`src/rtl/note_event_queue_if.sv`:
```
// Note-event queue port bundle: MIDI/audio-domain inputs and frame-aligned outputs.
// master drives the request side, slave is the queue block itself.
interface note_event_queue_if #(
  parameter int VOICES  = 8,
  parameter int V_WIDTH = 3,
  parameter int DEPTH   = 4
);
  localparam int CNT_W = $clog2(DEPTH) + 1;

  logic               xxxx_zero;
  logic               note_on;
  logic [V_WIDTH-1:0] cur_key_adr;
  logic [7:0]         cur_key_val;
  logic [7:0]         cur_vel_on;
  logic [VOICES-1:0]  keys_on;

  logic               reg_note_on;
  logic [V_WIDTH-1:0] reg_cur_key_adr;
  logic [7:0]         reg_cur_key_val;
  logic [7:0]         reg_cur_vel_on;
  logic [VOICES-1:0]  reg_keys_on;
  logic [CNT_W-1:0]   q_level;
  logic               overflow;

  modport master (
    output xxxx_zero, note_on, cur_key_adr, cur_key_val, cur_vel_on, keys_on,
    input  reg_note_on, reg_cur_key_adr, reg_cur_key_val, reg_cur_vel_on,
           reg_keys_on, q_level, overflow
  );

  modport slave (
    input  xxxx_zero, note_on, cur_key_adr, cur_key_val, cur_vel_on, keys_on,
    output reg_note_on, reg_cur_key_adr, reg_cur_key_val, reg_cur_vel_on,
           reg_keys_on, q_level, overflow
  );
endinterface

```
`src/rtl/note_event_queue.sv`:
```
// Purpose: synchronise MIDI note-on requests and release one queued event per audio frame.
// Latency: input pin to queue write SYNC_STAGES+1 cycles; frame boundary to outputs 1 cycle.
// Backpressure: none; events arriving at a full queue are dropped and flagged in overflow.
module note_event_queue #(
  parameter int VOICES      = 8,
  parameter int V_WIDTH     = 3,
  parameter int DEPTH       = 4,
  parameter int SYNC_STAGES = 2
) (
  input logic AUDIO_CLK,
  input logic reset,
  note_event_queue_if.slave bus
);
  localparam int PTR_W = $clog2(DEPTH);
  localparam int CNT_W = PTR_W + 1;

  typedef struct packed {
    logic [V_WIDTH-1:0] adr;
    logic [7:0]         key;
    logic [7:0]         vel;
  } note_evt_t;

  typedef struct packed {
    logic              zero;
    logic              note;
    note_evt_t         evt;
    logic [VOICES-1:0] keys;
  } in_bundle_t;

  typedef enum logic [1:0] {Q_EMPTY, Q_PARTIAL, Q_FULL} q_state_t;

  in_bundle_t           in_raw;
  in_bundle_t           in_s;
  in_bundle_t           sync_q [SYNC_STAGES];
  logic                 zero_prev;
  logic                 note_prev;
  logic                 note_armed;
  logic [SYNC_STAGES:0] fill_q;
  logic                 fb;
  logic                 ne;

  note_evt_t            mem [DEPTH];
  logic [PTR_W-1:0]     wr_ptr;
  logic [PTR_W-1:0]     rd_ptr;
  logic [CNT_W-1:0]     count;
  logic [CNT_W-1:0]     count_d;
  q_state_t             state_q;
  q_state_t             state_d;
  logic                 push;
  logic                 pop;
  logic                 drop;

  logic                 note_r;
  note_evt_t            cur_r;
  logic [VOICES-1:0]    keys_r;
  logic                 ovf_r;

  assign in_raw = {bus.xxxx_zero, bus.note_on, bus.cur_key_adr,
                   bus.cur_key_val, bus.cur_vel_on, bus.keys_on};
  assign in_s   = sync_q[SYNC_STAGES-1];

  // fill_q marks when the sync chain holds real samples instead of reset zeros;
  // a note_on level is only armed once it has been seen low after that point.
  always_ff @(posedge AUDIO_CLK) begin
    if (reset) begin
      for (int i = 0; i < SYNC_STAGES; i++) sync_q[i] <= '0;
      zero_prev  <= 1'b0;
      note_prev  <= 1'b0;
      note_armed <= 1'b0;
      fill_q     <= '0;
    end else begin
      sync_q[0] <= in_raw;
      for (int i = 1; i < SYNC_STAGES; i++) sync_q[i] <= sync_q[i-1];
      zero_prev <= in_s.zero;
      note_prev <= in_s.note;
      fill_q    <= {fill_q[SYNC_STAGES-1:0], 1'b1};
      if (fill_q[SYNC_STAGES] && !in_s.note) note_armed <= 1'b1;
    end
  end

  assign fb = zero_prev & ~in_s.zero;
  assign ne = note_armed & in_s.note & ~note_prev;

  // Pop is resolved first so a push into a full queue succeeds on a frame boundary.
  always_comb begin
    pop     = fb && (state_q != Q_EMPTY);
    push    = ne && ((state_q != Q_FULL) || pop);
    drop    = ne && !push;
    count_d = count;
    state_d = state_q;
    case ({push, pop})
      2'b10:   count_d = count + CNT_W'(1);
      2'b01:   count_d = count - CNT_W'(1);
      default: count_d = count;
    endcase
    if (push != pop) begin
      if (count_d == '0)                 state_d = Q_EMPTY;
      else if (count_d == CNT_W'(DEPTH)) state_d = Q_FULL;
      else                               state_d = Q_PARTIAL;
    end
  end

  always_ff @(posedge AUDIO_CLK) begin
    if (reset) begin
      state_q <= Q_EMPTY;
      count   <= '0;
      wr_ptr  <= '0;
      rd_ptr  <= '0;
      ovf_r   <= 1'b0;
      note_r  <= 1'b0;
      cur_r   <= '0;
      keys_r  <= '0;
    end else begin
      state_q <= state_d;
      count   <= count_d;
      if (push) wr_ptr <= wr_ptr + PTR_W'(1);
      if (pop)  rd_ptr <= rd_ptr + PTR_W'(1);
      if (drop) ovf_r  <= 1'b1;
      if (fb) begin
        keys_r <= in_s.keys;
        note_r <= pop;
        if (pop) cur_r <= mem[rd_ptr];
      end
    end
  end

  always_ff @(posedge AUDIO_CLK) begin
    if (push) mem[wr_ptr] <= in_s.evt;
  end

  assign bus.reg_note_on     = note_r;
  assign bus.reg_cur_key_adr = cur_r.adr;
  assign bus.reg_cur_key_val = cur_r.key;
  assign bus.reg_cur_vel_on  = cur_r.vel;
  assign bus.reg_keys_on     = keys_r;
  assign bus.q_level         = count;
  assign bus.overflow        = ovf_r;
endmodule

```
`src/flat_wrapper.sv`:
```
// flat-port wrapper written by rule: the top's interface ports become plain ports
module note_event_queue_flat 
#(
  parameter int VOICES      = 8,
  parameter int V_WIDTH     = 3,
  parameter int DEPTH       = 4,
  parameter int SYNC_STAGES = 2
)
  (AUDIO_CLK, reset, bus_xxxx_zero, bus_note_on, bus_cur_key_adr, bus_cur_key_val, bus_cur_vel_on, bus_keys_on, bus_reg_note_on, bus_reg_cur_key_adr, bus_reg_cur_key_val, bus_reg_cur_vel_on, bus_reg_keys_on, bus_q_level, bus_overflow);
  note_event_queue_if #(.VOICES(VOICES), .V_WIDTH(V_WIDTH), .DEPTH(DEPTH)) bus_i ();
  input logic AUDIO_CLK;
  input logic reset;
  input wire logic [$bits(bus_i.xxxx_zero)-1:0] bus_xxxx_zero;
  input wire logic [$bits(bus_i.note_on)-1:0] bus_note_on;
  input wire logic [$bits(bus_i.cur_key_adr)-1:0] bus_cur_key_adr;
  input wire logic [$bits(bus_i.cur_key_val)-1:0] bus_cur_key_val;
  input wire logic [$bits(bus_i.cur_vel_on)-1:0] bus_cur_vel_on;
  input wire logic [$bits(bus_i.keys_on)-1:0] bus_keys_on;
  output wire logic [$bits(bus_i.reg_note_on)-1:0] bus_reg_note_on;
  output wire logic [$bits(bus_i.reg_cur_key_adr)-1:0] bus_reg_cur_key_adr;
  output wire logic [$bits(bus_i.reg_cur_key_val)-1:0] bus_reg_cur_key_val;
  output wire logic [$bits(bus_i.reg_cur_vel_on)-1:0] bus_reg_cur_vel_on;
  output wire logic [$bits(bus_i.reg_keys_on)-1:0] bus_reg_keys_on;
  output wire logic [$bits(bus_i.q_level)-1:0] bus_q_level;
  output wire logic [$bits(bus_i.overflow)-1:0] bus_overflow;
  assign bus_i.xxxx_zero = bus_xxxx_zero;
  assign bus_i.note_on = bus_note_on;
  assign bus_i.cur_key_adr = bus_cur_key_adr;
  assign bus_i.cur_key_val = bus_cur_key_val;
  assign bus_i.cur_vel_on = bus_cur_vel_on;
  assign bus_i.keys_on = bus_keys_on;
  assign bus_reg_note_on = bus_i.reg_note_on;
  assign bus_reg_cur_key_adr = bus_i.reg_cur_key_adr;
  assign bus_reg_cur_key_val = bus_i.reg_cur_key_val;
  assign bus_reg_cur_vel_on = bus_i.reg_cur_vel_on;
  assign bus_reg_keys_on = bus_i.reg_keys_on;
  assign bus_q_level = bus_i.q_level;
  assign bus_overflow = bus_i.overflow;
  note_event_queue #(.VOICES(VOICES), .V_WIDTH(V_WIDTH), .DEPTH(DEPTH), .SYNC_STAGES(SYNC_STAGES)) u_core (.AUDIO_CLK(AUDIO_CLK), .reset(reset), .bus(bus_i));
endmodule
```
`config.mk`:
```
export PLATFORM = sky130hd
export DESIGN_NAME = note_event_queue_flat
export DESIGN_NICKNAME = d
export VERILOG_FILES = /design/src/rtl/note_event_queue_if.sv /design/src/rtl/note_event_queue.sv /design/src/flat_wrapper.sv
export SDC_FILE = /design/constraint.sdc
export NUM_CORES = 1
export LEC_CHECK = 0
export CELL_PAD_IN_SITES_DETAIL_PLACEMENT = 1
export CELL_PAD_IN_SITES_GLOBAL_PLACEMENT = 1
export CORE_MARGIN = 4
export CORE_UTILIZATION = 40
export CTS_BUF_LIST = sky130_fd_sc_hd__clkbuf_8 sky130_fd_sc_hd__clkbuf_16
export CTS_CLUSTER_DIAMETER = 40
export DETAILED_ROUTE_END_ITERATION = 10
export HOLD_SLACK_MARGIN = 0.05
export PLACE_DENSITY_LB_ADDON = 0.05
export SETUP_SLACK_MARGIN = 0.5
export SLEW_MARGIN = 20
export SYNTH_ARGS = -nofsm -noshare
export SYNTH_HDL_FRONTEND = slang
export SYNTH_SLANG_ARGS = --single-unit
```
`constraint.sdc`:
```
create_clock -name AUDIO_CLK -period 2.2 [get_ports AUDIO_CLK]
set_input_delay 0.66 -clock AUDIO_CLK [delete_from_list [all_inputs] [get_ports AUDIO_CLK]]
set_output_delay 0.66 -clock AUDIO_CLK [all_outputs]
set_load 0.005 [all_outputs]
```
---- After elaboration in Yosys (flattened, before gate mapping) ----
Memories as Yosys holds them, arrays and structs flattened. A register that Yosys moved wholly into a read port is not among the register bits.
Cells that the tools add are included.
W data, S select, Z words.
word-level totals
  ROM bits ................................ 0
  output and inout port bits .............. 32
  memories ................................ 2
  logic and storage cells ................. 51
  input bits .............................. 31
  bits in latches ......................... 0
  bits in writable memories ............... 134
  register bits ........................... 25
cells by class
  shift-type cells ........................ 0
  equality and inequality tests ........... 5
  multiply operators ...................... 0
  div/mod/pow operators ................... 0
  mux-type cells .......................... 11
  reductions and logical operators ........ 10
  order comparisons ....................... 0
  bitwise logic cells ..................... 7
  $add $sub $neg .......................... 4
memories
  memory         depth  width  rd ports  clocked after Yosys merged registers in  write ports  line                    source
  u_core.mem     4      19     1         1                                        1            note_event_queue.sv:42  note_evt_t mem [DEPTH];
  u_core.sync_q  2      29     2         0                                        2            note_event_queue.sv:34  in_bundle_t sync_q [SYNC_STAGES];
operators with widths
  cell                   number
  $mux W29               2
  $mux W1                6
  $pmux W3 S2            1
  $add A2 B1 Y2 const B  2
  $logic_and A1 B1 Y1    4
  $mux W2                2
  $add A3 B1 Y3 const B  1
  $and A1 B1 Y1          3
  $eq A3 B3 Y1 const B   1
  $logic_not A3 Y1       1
  $sub A3 B1 Y3 const B  1
  $eq A2 B1 Y1 const B   1
  $eq A2 B2 Y1 const B   1
  $logic_not A1 Y1       2
  $ne A2 B2 Y1 const B   1
  $not A1 Y1             2
  $or A1 B1 Y1           2
  $reduce_and A2 Y1      1
  $reduce_bool A2 Y1     1
  $logic_or A1 B1 Y1     1
  $ne A1 B1 Y1           1

---- Longest topological paths before layout ----
An unclocked memory read counts as a cell.
  depth after elaboration ................. 11
  depth in mapped cells ................... 10

---- Worst setup path after synthesis ----
OpenSTA, ideal clock, no wires.
  path type ............................... reg-to-reg
  start ................................... register u_core.state_q[1]
  end ..................................... register u_core.state_q[1]
  period minus slack after synthesis ...... 2.140 ns
  data arrival time ....................... 2.005 ns
  required time ........................... 2.066 ns
  path slack .............................. 0.060 ns
  stages on the path, launching flop included .. 11
  buffers on the path ..................... 1
  path through ............................ dfxtp_1 > nor2_1 > nor2_1 > clkbuf_1 > nand2_1 > fa_1 > inv_1 > nor4_1 > a31oi_1 > xor2_1 > o32ai_2
between the ends
  word-level cells in the longest chain between the ends .. 9
  elaborated cells on any way between the ends .. 13
RTL lines
  item                                                 line                     source
  start, declared                                      note_event_queue.sv:47   q_state_t state_q;
  start signal, assigned                               note_event_queue.sv:114  state_q <= state_d;
  $reduce_bool A2 Y1                                   note_event_queue.sv:86   pop = fb && (state_q != Q_EMPTY);
  $logic_and A1 B1 Y1                                  note_event_queue.sv:86
  $logic_or A1 B1 Y1                                   note_event_queue.sv:87   push = ne && ((state_q != Q_FULL) || pop);
  $logic_and A1 B1 Y1                                  note_event_queue.sv:87
  $eq A2 B1 Y1 / $eq A2 B2 Y1 (equally long branches)  note_event_queue.sv:91   case ({push, pop})
  $pmux W3 S2                                          note_event_queue.sv:91
  $eq A3 B3 Y1                                         note_event_queue.sv:98   else if (count_d == CNT_W'(DEPTH)) state_d = Q_FULL;
  $mux W2                                              note_event_queue.sv:98
  $mux W2                                              note_event_queue.sv:97   if (count_d == '0) state_d = Q_EMPTY;
Several ways; a longest one is shown, not always the timed one.
A chain may end at the register's enable or synchronous reset.

==> results.sh <==
export IMPL_grt_use_total_pct=14.4
export IMPL_ctsHtreeMaxLevel=4
export IMPL_maxCapViolCount=0
export IMPL_crit_slowest_cell="fa_2"
export IMPL_outcome="completed"
export IMPL_synthMostInstantiatedCell="dfxtp_1"
export IMPL_ys_flop_type="dfxtp_1"
export IMPL_cts_sinks=178
export IMPL_crit_path_max_fanout=3
export IMPL_synth_top_family_by_area="simple AND/OR/NAND/NOR gates"
export IMPL_vias=3250
export IMPL_pwr_density_cell_nw_per_um2=892
export IMPL_timing_hold_violations_final=0
export IMPL_antenna_cells=0
export IMPL_period_minus_slack_ps=1720
export IMPL_synth_area_leaders="edfxtp_1 38%, dfxtp_1 34%, mux4_2 7.2%"
export IMPL_critical_path_class="register to register"
export IMPL_yosysTopAreaCell="edfxtp_1"
export IMPL_place_hpwl_mm=7.29
export IMPL_busiest_layer="met2"
export IMPL_rows=44
export IMPL_fmax_mhz=582
export IMPL_die_h_um=130
export IMPL_areaGrowthSynthToFinish_pct=27.2
export IMPL_synth_xor_xnor_area_share_pct=0.734
export IMPL_io_buffers=62
export IMPL_path_clk_slew_ps=60
export IMPL_synthAdderAreaFrac_pct=1.17
export IMPL_use_met3_pct=5.57
export IMPL_ctsHoldBuffers=0
export IMPL_place_congestion=0.690
export IMPL_reg2reg_slack_ps=480
export IMPL_tns_ps=0
export IMPL_cp_arrival_ps=2010
export IMPL_gr_usage_met1_pct=17.8
export IMPL_synthArstFlopShare_pct=0
export IMPL_synth_seq_cells=178
export IMPL_grt_pass1_vias=3450
export IMPL_dieArea_um2=16900
export IMPL_max_slew_margin_rel_pct=69.1
export IMPL_r2r_cells=9
export IMPL_synthCells=416
export IMPL_grtUsageMet2_pct=23.7
export IMPL_min_period_over_period_pct=78.1
export IMPL_muxShareOfSynthArea_pct=7.42
export IMPL_synth_compound_area_share_pct=3.92
export IMPL_gr_total_overflow=0
export IMPL_crit_chain="nand2b_4, nor2_4, nand2_2, fa_2, inv_2, nor4_1, a31oi_1, xor2_1, o32ai_2"
export IMPL_drtPass1Iterations=5
export IMPL_critical_path_buf_inv_count=1
export IMPL_drtAntennaViolNets=0
export IMPL_yosysWarnings=0
export IMPL_drv_slew=0
export IMPL_r2r_start="u_core.sync_q[0][57]"
export IMPL_max_stage_delay_ps=330
export IMPL_end_kind="register"
export IMPL_start_util_pct=40.9
export IMPL_ys_seq_area_share_pct=72.5
export IMPL_start_kind="register"
export IMPL_synth_edf_count=76
export IMPL_static_leakage_power_nw=2.72
export IMPL_clock_latency_ps=420
export IMPL_post_route_util_pct=52.0
export IMPL_syn_nets=452
export IMPL_antenna_found_initial=0
export IMPL_cts_made_buffers=17
export IMPL_min_path_type="register to register"
export IMPL_drive_above_1_share_pct=20.2
export IMPL_worstPathRequired_ps=2490
export IMPL_synthDistinctLibCells=31
export IMPL_setup_viol=0
export IMPL_finClkSkew_ps=5.68
export IMPL_path_depth=9
export IMPL_synth_top_area_share_pct=38.2
export IMPL_fp_coreArea_um2=14600
export IMPL_tritoncts="built"
export IMPL_nNetsFinal=533
export IMPL_startpoint="u_core.sync_q[0][57]"
export IMPL_rr_endpoint="u_core.state_q[1]"
export IMPL_grt_pass1_wl_mm=18.1
export IMPL_drt_iter0_drc=154
export IMPL_post_drt_via_cell_ratio=4.68
export IMPL_cts_root_buf="clkbuf_16"
export IMPL_pin_count=63
export IMPL_grt_max_degree=44
export IMPL_clock_path_buffers=2
export IMPL_netlist_area_um2=5970
export IMPL_peakVddDrop_v=0.000546
export IMPL_yosys_area_share_simple_pct=12.4
export IMPL_rsz0062_at_grt="true"
export IMPL_die_w_um=130
export IMPL_routed_wl_mm=11.1
export IMPL_worstSetupEndpoint="u_core.state_q[1]"
export IMPL_remaining_drc_errors=0
export IMPL_tightest_slew_ps=461
export IMPL_wl_per_cell_um=16.1
export IMPL_synth_common_cells="102 x dfxtp_1, 76 x edfxtp_1, 62 x nor2b_1, 58 x nand2_1, 30 x a21oi_1"
export IMPL_critPathTopFamily="simple AND/OR/NAND/NOR gates"
export IMPL_avgSynthCellArea_um2=14.3
-- worst min path at each step --
stage                                     from                         to  depth (start not counted)
after global placement    u_core.sync_q[0][36]  u_core.bus.reg_keys_on[7]                          2
after detailed placement   u_core.sync_q[0][9]       u_core.sync_q[0][38]                          1
after CTS                 u_core.sync_q[0][30]  u_core.bus.reg_keys_on[1]                          2
after global routing       u_core.sync_q[0][0]       u_core.sync_q[0][29]                          1
after floorplan               u_core.fill_q[0]           u_core.fill_q[1]                          1
final                     u_core.sync_q[0][15]       u_core.sync_q[0][44]                          1
-- placed cells by master (no fill, tap or decap), types with 2 or more instances in the layout --
cell type	n
dfxtp_1	87
edfxtp_1	76
nor2b_1	62
nand2_1	57
a21oi_1	30
clkdlybuf4s50_1	29
clkdlybuf4s15_1	21
mux4_2	19
buf_4	19
clkbuf_16	18
dfxtp_2	13
nor2_1	11
dlygate4sd2_1	11
inv_1	7
ha_1	4
xnor2_1	3
bufinv_16	3
clkinv_2	3
clkinvlp_4	3
buf_12	3
nor2_4	2
inv_2	2
and2_1	2
xor2_1	2
clkinv_4	2
dfxtp_4	2
-- cells by family (layout without fill, tap and decap cells) --
kind of cell / after synthesis / in the layout
DFF: 178 / 178
adders and majority gates: 5 / 5
xor gates and xnor gates: 5 / 5
muxes: 20 / 20
AOI/OAI and AO/OA: 37 / 37
buffers and inverters: 29 / 123
and+or+nand+nor: 142 / 142
-- report_power, final --
group / switching [mW] / internal (mW) / total (mW)
clock network: 1.22 / 1.88 / 3.10
logic: 0.0607 / 0.0930 / 0.154
registers: 0.0272 / 3.49 / 3.52
total: 1.31 / 5.46 / 6.77
-- routing by layer --
layer	part of all wire [%]	routed length, µm
met1	45	4980
met2	51	5670
met3	3.6	399
met4	0.84	94
met5	0	0
-- registers in the layout, indices dropped and copies added, names as in the netlist, 2 cells and up --
| name | flops |
|---|---|
| u_core.bus.q_level | 3 |
| u_core.bus.reg_cur_key_adr | 3 |
| u_core.bus.reg_cur_key_val | 8 |
| u_core.bus.reg_cur_vel_on | 8 |
| u_core.bus.reg_keys_on | 8 |
| u_core.fill_q | 3 |
| u_core.mem | 76 |
| u_core.rd_ptr | 2 |
| u_core.state_q | 2 |
| u_core.sync_q | 58 |
| u_core.wr_ptr | 2 |
-- layout make-up --
cell class | instances | area [µm²]
inverters | 8 | 30.0
clock inverters | 13 | 158
well taps | 184 | 230
clock buffers | 19 | 464
fillers | 1450 | 7000
flip-flops and latches | 178 | 4350
multi-input cells | 209 | 1560
repair buffers | 83 | 800
-- per-stage QoR --
| step | setup slack (ps) | instance area [µm²] | cells | total power [mW] | hold WS [ps] |
|---|---|---|---|---|---|
| floorplan | 389 | 6000 | 416 | 3.66 | 414 |
| global placement | 426 | 6910 | 656 | 3.74 | 420 |
| detailed placement | 377 | 6910 | 656 | 3.75 | 425 |
| CTS | 465 | 7530 | 690 | 6.87 | 440 |
| global route | 368 | 7590 | 694 | 7.04 | 458 |
| finish | 481 | 7590 | 694 | 6.77 | 436 |
-- timing repair --
action | 4_1_cts | 5_1_grt
pin swaps | 2 | 2
endpoints found under the hold margin | 0 | 0
buffers inserted | 2 | 4
cloned | 0 | 0
resized for setup | 44 | 27
endpoints found under the setup margin | 67 | 53
Power figures use the tool's default switching activity.
